--- src/rtl/bcd_reaction_timer.sv ---
// bcd_reaction_timer: four-digit cascaded BCD millisecond timer (s.ds cs ms)
// with a built-in 1 ms tick prescaler and active-low seven-segment decode.
// Optional build macro GOBUFFS_SCROLL_EN adds a msg_mode input that swaps the
// displays for a scrolling "GO bUFFS" message ring.
module bcd_reaction_timer #(
  parameter int TICK_DIV   = 50000,
  parameter bit SATURATE   = 1'b1,
  parameter int SCROLL_DIV = 10000000
) (
  input  logic        clk,
  input  logic        clear_,
  input  logic        en,
  input  logic        load,
  input  logic [15:0] load_data,
`ifdef GOBUFFS_SCROLL_EN
  input  logic        msg_mode,
`endif
  output logic [15:0] count,
  output logic        rco,
  output logic        ovf,
  output logic [7:0]  hex0,
  output logic [7:0]  hex1,
  output logic [7:0]  hex2,
  output logic [7:0]  hex3,
  output logic [7:0]  hex4,
  output logic [7:0]  hex5
);

  localparam int PW = (TICK_DIV > 1) ? $clog2(TICK_DIV) : 1;
  localparam logic [PW-1:0] PRESC_MAX = PW'(TICK_DIV - 1);

  // Reject parameter values the prescaler and scroll divider cannot honour.
  if (TICK_DIV < 2 || SCROLL_DIV < 1) begin : g_param_check
    $error("bcd_reaction_timer: TICK_DIV must be >= 2 and SCROLL_DIV >= 1");
  end

  logic [PW-1:0] presc;
  logic [16:0]   inc;

  // BCD increment with ripple carry; bit 16 is the carry out of the s digit.
  function automatic logic [16:0] bcd_inc(input logic [15:0] c);
    logic [15:0] r;
    logic        cy;
    r  = c;
    cy = 1'b1;
    for (int i = 0; i < 4; i++) begin
      if (cy) begin
        if (r[4*i +: 4] == 4'd9) begin
          r[4*i +: 4] = 4'd0;
        end else begin
          r[4*i +: 4] = r[4*i +: 4] + 4'd1;
          cy          = 1'b0;
        end
      end
    end
    return {cy, r};
  endfunction

  // Non-decimal load digits are stored as zero so count is always valid BCD.
  function automatic logic [15:0] bcd_sanitize(input logic [15:0] d);
    logic [15:0] r;
    for (int i = 0; i < 4; i++) begin
      r[4*i +: 4] = (d[4*i +: 4] > 4'd9) ? 4'd0 : d[4*i +: 4];
    end
    return r;
  endfunction

  // Active-low segment code {dp,g,f,e,d,c,b,a} with dp dark.
  function automatic logic [7:0] seg7(input logic [3:0] d);
    case (d)
      4'd0:    seg7 = 8'hC0;
      4'd1:    seg7 = 8'hF9;
      4'd2:    seg7 = 8'hA4;
      4'd3:    seg7 = 8'hB0;
      4'd4:    seg7 = 8'h99;
      4'd5:    seg7 = 8'h92;
      4'd6:    seg7 = 8'h82;
      4'd7:    seg7 = 8'hF8;
      4'd8:    seg7 = 8'h80;
      4'd9:    seg7 = 8'h90;
      default: seg7 = 8'hFF;
    endcase
  endfunction

  assign inc = bcd_inc(count);

  // Prescaler, BCD counter, overflow pulse and sticky flag.
  always_ff @(posedge clk) begin
    if (!clear_) begin
      count <= 16'h0000;
      presc <= '0;
      rco   <= 1'b0;
      ovf   <= 1'b0;
    end else if (load) begin
      count <= bcd_sanitize(load_data);
      presc <= '0;
      rco   <= 1'b0;
      ovf   <= 1'b0;
    end else begin
      rco <= 1'b0;
      if (en) begin
        if (presc == PRESC_MAX) begin
          presc <= '0;
          if (inc[16]) begin
            rco   <= 1'b1;
            ovf   <= 1'b1;
            count <= SATURATE ? count : 16'h0000;
          end else begin
            count <= inc[15:0];
          end
        end else begin
          presc <= presc + 1'b1;
        end
      end
    end
  end

`ifdef GOBUFFS_SCROLL_EN
  localparam int SW = (SCROLL_DIV > 1) ? $clog2(SCROLL_DIV) : 1;
  localparam logic [SW-1:0] SDIV_MAX = SW'(SCROLL_DIV - 1);

  logic [3:0]    idx;
  logic [SW-1:0] sdiv;

  // Message ring "G O _ b U F F S _ _".
  function automatic logic [7:0] glyph(input logic [3:0] i);
    case (i)
      4'd0:    glyph = 8'hC2;
      4'd1:    glyph = 8'hC0;
      4'd3:    glyph = 8'h83;
      4'd4:    glyph = 8'hC1;
      4'd5:    glyph = 8'h8E;
      4'd6:    glyph = 8'h8E;
      4'd7:    glyph = 8'h92;
      default: glyph = 8'hFF;
    endcase
  endfunction

  // Ring position idx+k modulo 10 (idx <= 9, k <= 5).
  function automatic logic [3:0] ring(input logic [3:0] i, input logic [3:0] k);
    logic [4:0] s;
    s = {1'b0, i} + {1'b0, k};
    if (s >= 5'd10) s = s - 5'd10;
    return s[3:0];
  endfunction

  // Scroll position advances every SCROLL_DIV cycles while the message is shown.
  always_ff @(posedge clk) begin
    if (!clear_ || !msg_mode) begin
      idx  <= 4'd0;
      sdiv <= '0;
    end else if (sdiv == SDIV_MAX) begin
      sdiv <= '0;
      idx  <= (idx == 4'd9) ? 4'd0 : idx + 4'd1;
    end else begin
      sdiv <= sdiv + 1'b1;
    end
  end
`endif

  // Display select: time (cs, ds, s with dp lit) or the scrolling message.
  always_comb begin
    hex0 = seg7(count[7:4]);
    hex1 = seg7(count[11:8]);
    hex2 = seg7(count[15:12]) & 8'h7F;
    hex3 = 8'hFF;
    hex4 = 8'hFF;
    hex5 = 8'hFF;
`ifdef GOBUFFS_SCROLL_EN
    if (msg_mode) begin
      hex5 = glyph(idx);
      hex4 = glyph(ring(idx, 4'd1));
      hex3 = glyph(ring(idx, 4'd2));
      hex2 = glyph(ring(idx, 4'd3));
      hex1 = glyph(ring(idx, 4'd4));
      hex0 = glyph(ring(idx, 4'd5));
    end
`endif
  end

endmodule

--- config.mk ---
export PLATFORM = sky130hd
export DESIGN_NAME = bcd_reaction_timer
export DESIGN_NICKNAME = d
export VERILOG_FILES = /design/src/rtl/bcd_reaction_timer.sv
export SDC_FILE = /design/constraint.sdc
export NUM_CORES = 1
export LEC_CHECK = 0
export CAP_MARGIN = 40
export CORE_MARGIN = 10
export CORE_UTILIZATION = 50
export DETAILED_ROUTE_END_ITERATION = 8
export PLACE_DENSITY = 0.9
export SYNTH_ARGS = -nofsm -noshare
export SYNTH_HDL_FRONTEND = slang
export SYNTH_SLANG_ARGS = --single-unit
--- constraint.sdc ---
create_clock -name clk -period 3.35 [get_ports clk]
set_clock_uncertainty 0.15 [all_clocks]
set_input_delay 0.8375 -clock clk [delete_from_list [all_inputs] [get_ports clk]]
set_output_delay 0.8375 -clock clk [all_outputs]
set_load 0.02 [all_outputs]
== Word-level counts from Yosys, hierarchy flattened ==
Memories as Yosys holds them, arrays and structs flattened. A register that Yosys moved wholly into a read port is not among the register bits.
Index checks and enable logic that the tools add are counted.
Operators by class
  add/sub/neg operators: 5
  muxes and demuxes: 30
  bitwise operators: 3
  reduce and logical (&&, ||, !) cells: 12
  equality and inequality tests: 6
  $lt $le $gt $ge: 4
Operator list (number)
  $mux W16: 5
  $mux W4: 17
  $add A16 B1 Y16 const B: 1
  $add A4 B1 Y4 const B: 4
  $eq A16 B16 Y1 const B: 1
  $eq A4 B4 Y1 const B: 4
  $gt A4 B4 Y1 const B: 4
  $reduce_and A4 Y1: 3
  $reduce_bool A2 Y1: 5
  $mux W1: 8
  $reduce_and A3 Y1: 2
  $reduce_or A4 Y1: 1
  $not A1 Y1: 3
  $ne A2 B2 Y1 const B: 1
  $reduce_or A2 Y1: 1
Word-level totals
  output and inout port bits: 66
  flip-flop bits (word level): 34
  memories: 3
  ROM bits: 336
  input bits: 20
Memories
  (no name shown): depth 16, bits a word 7, read ports 1, clocked after Yosys merged registers in 1, wr ports 0, line 70  | case (d)
  (no name shown): depth 16, bits a word 7, read ports 1, clocked after Yosys merged registers in 1, wr ports 0, line 70
  (no name shown): depth 16, bits a word 7, read ports 1, clocked after Yosys merged registers in 1, wr ports 0, line 70

== Logic depth before layout (Yosys ltp) ==
  word-level depth: 11
  depth in mapped cells: 11
  gate-level depth less buffers: 10

== Least setup slack after synthesis ==
OpenSTA, ideal clock, no wires.
  path kind: input -> register
  start point: input load
  end point: register hex2[3] (netlist name)
  cell stages on the path: 10
  buffers on the path: 4
  slack: 0.254 ns
  data required time: 3.067 ns
  setup time: 0.133 ns
  arrival time: 2.813 ns
  cells stage by stage: buf_2 -> clkbuf_1 -> buf_2 -> buf_2 -> a31oi_1 -> a211oi_1 -> inv_1 -> ha_1 -> mux2i_1 -> a21oi_1
On the way
  longest elaborated chain between the ends: 4
  elaborated cells between the ends (all ways): 8
  those cells by class: 1 x eq/ne; 3 x mux; 4 x reduce/logical
Ends and longest elaborated chain
  from (decl): line 13  | input logic load,
  $ne A2 B2 Y1 (no line) / $reduce_bool A2 Y1 (equally long branches)
  $reduce_and A4 Y1 (no line)
  $mux W4 (no line) (*) (2 in a row)
Mark *: on every way between the ends. The rest lies on a longest branch, timed or not.
A chain may end at the register's enable or synchronous reset.

== Final worst setup path ==
  start point: input en
  end point: register hex0[3] (netlist name)
On the way
  longest elaborated chain between the ends: 4
Ends and longest elaborated chain
  from (decl): line 12  | input logic en,
  $reduce_bool A2 Y1 (no line)
  $reduce_and A4 Y1 (no line)
  $mux W4 (no line) (2 in a row)
No other way between the ends.

==> metrics.txt <==
# TYPE chip_impl_metric gauge
chip_impl_metric{name="ys_seq_elements",unit=""} 55
chip_impl_metric{name="chipHeight",unit="µm"} 103.8
chip_impl_metric{name="netlist_instances",unit=""} 408
chip_impl_metric{name="grt_first_pass_wirelength",unit="mm"} 14.67
chip_impl_metric{name="synth-warning-count",unit=""} 0
chip_impl_metric{name="drc_errors",unit=""} 0
chip_impl_metric{name="drt-wirelength-per-cell",unit="µm"} 15.70
chip_impl_metric{name="core_area",unit="µm²"} 6794
chip_impl_metric{name="slew_headroom",unit="%"} 60.85
chip_impl_metric{name="clk_pin_slew",unit="ns"} 0.09
chip_impl_metric{name="final_non_filler_cells",unit=""} 569
chip_impl_metric{name="grt_max_degree",unit=""} 21
chip_impl_info{name="top_layer",value="met4"} 1
chip_impl_metric{name="yosysSeqAreaShare",unit="%"} 31.34
chip_impl_info{name="grt_setup_unrepaired",value="false"} 1
chip_impl_metric{name="cpPeakStageDelay",unit="ns"} 0.47
chip_impl_metric{name="tritoncts.num_buffers",unit=""} 5
chip_impl_metric{name="finalHoldWorstSlack",unit="ns"} 0.3679
chip_impl_metric{name="power_dens_cells",unit="nW/µm²"} 342.7
chip_impl_info{name="cts_tree",value="yes"} 1
chip_impl_metric{name="floorplan.die_area",unit="µm²"} 10780
chip_impl_metric{name="number_of_standard_cell_rows_in_the_floorplan",unit=""} 30
chip_impl_metric{name="clock_tree.buffer_depth",unit=""} 2
chip_impl_metric{name="detailedRoute.firstPassIterationCount",unit=""} 5
chip_impl_metric{name="routed-via-count",unit=""} 3158
chip_impl_info{name="path_cells",value="clkdlybuf4s50_1, and4bb_1, nand4_2, buf_4, nor4_1, o31a_1, inv_1, ha_1, mux2i_1, a21oi_1"} 1
chip_impl_metric{name="final_net_count",unit=""} 508
chip_impl_metric{name="fillCellCount",unit=""} 575
chip_impl_metric{name="placedInstanceArea",unit="µm²"} 4149
chip_impl_metric{name="post_cts.repair.setup_buffers",unit=""} 0
chip_impl_metric{name="p_total",unit="mW"} 1.454
chip_impl_metric{name="clk-insertion-delay-late",unit="ns"} 0.31
chip_impl_metric{name="detailed_route_vias_per_instance",unit=""} 5.550
chip_impl_metric{name="totalNegativeSetupSlack",unit="ns"} 0
chip_impl_metric{name="start_util",unit="%"} 51.71
chip_impl_metric{name="port_buffers",unit=""} 58
chip_impl_metric{name="maxCapViolCount",unit=""} 0
chip_impl_metric{name="seq_area",unit="µm²"} 1101
chip_impl_metric{name="overflow",unit=""} 0
chip_impl_metric{name="synthDistinctLibCells",unit=""} 73
chip_impl_metric{name="finish.instance_area",unit="µm²"} 4244
chip_impl_metric{name="antenna_cells_inserted",unit=""} 0
chip_impl_info{name="critPathCaptureType",value="register"} 1
chip_impl_metric{name="initial_antenna_violation_count",unit=""} 0
chip_impl_metric{name="detailedRoute.firstIterationViolations",unit=""} 137
chip_impl_info{name="cts-root-buf",value="clkbuf_8"} 1
chip_impl_metric{name="hold-path-cell-count",unit=""} 1
chip_impl_info{name="status",value="finished, final reports clean"} 1
chip_impl_info{name="holdCritPathClass",value="register to register"} 1
chip_impl_metric{name="routed_wirelength",unit="mm"} 8.932
chip_impl_info{name="critical_path_class",value="input port to register"} 1
chip_impl_metric{name="cts-hold-fix-buffers",unit=""} 0
chip_impl_info{name="critical_path_launch_point_type",value="input port"} 1
chip_impl_metric{name="synth_edf_count",unit=""} 0
chip_impl_info{name="crit_path_top_delay_cell",value="clkdlybuf4s50_1"} 1
chip_impl_metric{name="final_hpwl_from_detailed_placement",unit="mm"} 6.907
chip_impl_metric{name="final-max-slew-violation-count",unit=""} 0
chip_impl_metric{name="asyncSetResetFlopFracSynth",unit="%"} 0
chip_impl_metric{name="tightestPinTransition",unit="ns"} 0.5818
chip_impl_metric{name="area_delta_synth_final",unit="%"} 20.80
chip_impl_metric{name="drive_above_1_share",unit="%"} 9.937
chip_impl_metric{name="period_needed",unit="ns"} 3.235
chip_impl_metric{name="vdd_ir_drop_max",unit="µV"} 180.8
chip_impl_metric{name="setup_viol",unit=""} 0
chip_impl_metric{name="synthesis.area_per_instance",unit="µm²"} 8.611
chip_impl_metric{name="cts_max_level",unit=""} 2
chip_impl_info{name="ys_flop_type",value="dfxtp_1"} 1
chip_impl_metric{name="worstPathArrival",unit="ns"} 3.27
chip_impl_metric{name="cp_data_required_time",unit="ns"} 3.38
chip_impl_metric{name="setup.reg_to_reg.worst_slack",unit="ns"} 0.49
chip_impl_metric{name="hold_viol_final",unit=""} 0
chip_impl_metric{name="grt.total_usage",unit="%"} 15.63
chip_impl_metric{name="gpl.final_weighted_congestion",unit=""} 0.8848
chip_impl_metric{name="routed_met1_length",unit="mm"} 3.617
chip_impl_metric{name="antenna_violating_nets_post_route",unit=""} 0
chip_impl_metric{name="cts.sink_count",unit=""} 55
chip_impl_metric{name="die-width",unit="µm"} 103.8
chip_impl_metric{name="synth.cell_area",unit="µm²"} 3513
chip_impl_metric{name="r2r.worst_path.cells",unit=""} 10
chip_impl_metric{name="routed-wl-met3",unit="µm"} 625
chip_impl_metric{name="crit_path_max_fanout",unit=""} 7
chip_impl_metric{name="placed_cells_incl_taps",unit=""} 561
chip_impl_metric{name="postCtsResizedCells",unit=""} 0
chip_impl_metric{name="multi_input_area",unit="µm²"} 2126
chip_impl_metric{name="via_count_of_the_first_global_routing_pass",unit=""} 3078
chip_impl_metric{name="max_clock_freq",unit="MHz"} 309.1
chip_impl_metric{name="ioPinCount",unit=""} 86
chip_impl_metric{name="cellLeakagePower",unit="nW"} 1.644
chip_impl_metric{name="post-route-period-util",unit="%"} 96.56
chip_impl_metric{name="wl_met2",unit="mm"} 4.583
worst paths after layout:
kind,from,endpoint
min reg2reg,ovf$_SDFFE_PP0P_,ovf$_SDFFE_PP0P_
max reg2reg,presc[0]$_SDFFE_PP0P_,hex0[3]$_DFF_P_
max,en,hex0[3]$_DFF_P_
min,ovf$_SDFFE_PP0P_,ovf$_SDFFE_PP0P_
critical path, delay by kind of cell:
family                     cells  cell delay [ns]
buffers and inverters          3             0.81
adders and majority gates      1             0.23
AOI/OAI and AO/OA              2             0.41
and+or+nand+nor                3             0.83
muxes                          1             0.15
cell usage in the layout (no fill, tap or decap), types with 5 or more instances in the layout:
cell type and n:
a211oi_1 6, a21oi_1 15, buf_4 18, clkbuf_8 6, clkdlybuf4s50_1 58, conb_1 27
dfxtp_1 55, ha_1 16, inv_1 21, mux2i_1 13, nand2_1 26, nand2b_1 9
nand3_1 11, nand4_1 10, nor2_1 44, nor2b_1 5, nor4_1 5, o21ai_0 17
xnor2_1 9, xor2_1 10
logic make-up after synthesis:
family                     share of synthesized area (%)
other                                             0.2138
DFF                                                31.34
adders and majority gates                          5.698
buffers and inverters                              10.83
and+or+nand+nor                                    26.32
AOI/OAI and AO/OA                                  16.53
xor gates and xnor gates                           4.736
muxes                                              4.345
where the power goes:
part           switching (mW)  internal (mW)  total, mW
Sequential             0.0298          0.691      0.721
Clock                   0.211          0.170      0.380
Combinational           0.194          0.158      0.353
flip-flops by register name, indices dropped and copies added (netlist names):
name and cells:
hex0 7, hex1 7, ovf 1, hex2 7
presc 16, count 16, rco 1
layout make-up:
cell class	instances	area share, %
Multi-Input combinational cell	311	50.09
Sequential cell	55	25.94
Timing Repair Buffer	76	16.86
Tap cell	96	2.830
Clock buffer	7	2.034
Inverter	23	2.034
Clock inverter	1	0.2064
stage by stage:
step                      setup slack, ns  utilization (%)
after detailed placement         -0.06948            61.07
after CTS                          0.1300            62.47
final                              0.1151            62.47
after global placement            0.03206            61.07
after global routing              0.01602            62.47
after floorplan                    0.2543                -
layer usage:
| metal | vias up | global-route usage, % |
|---|---|---|
| met2 | 137 | 28.87 |
| met1 | 1491 | 17.55 |
| met3 | 10 | 3.222 |
| li1 | 1520 | - |
| met5 | - | 0 |
| met4 | 0 | 4.374 |
synthesized netlist by cell type, drive strengths merged (10+ instances only):
library cell   n  share of area [%]
mux2i         13                3.7
nand2         28                3.3
inv           22                2.4
dfxtp         55                 31
nor2          44                4.7
nand3         12                1.9
buf           39                7.8
ha            16                5.7
a21oi         15                2.1
nand4         11                2.1
xor2          10                2.5
o21ai         20                3.0
Note: power is estimated with default switching activity, not from simulation.
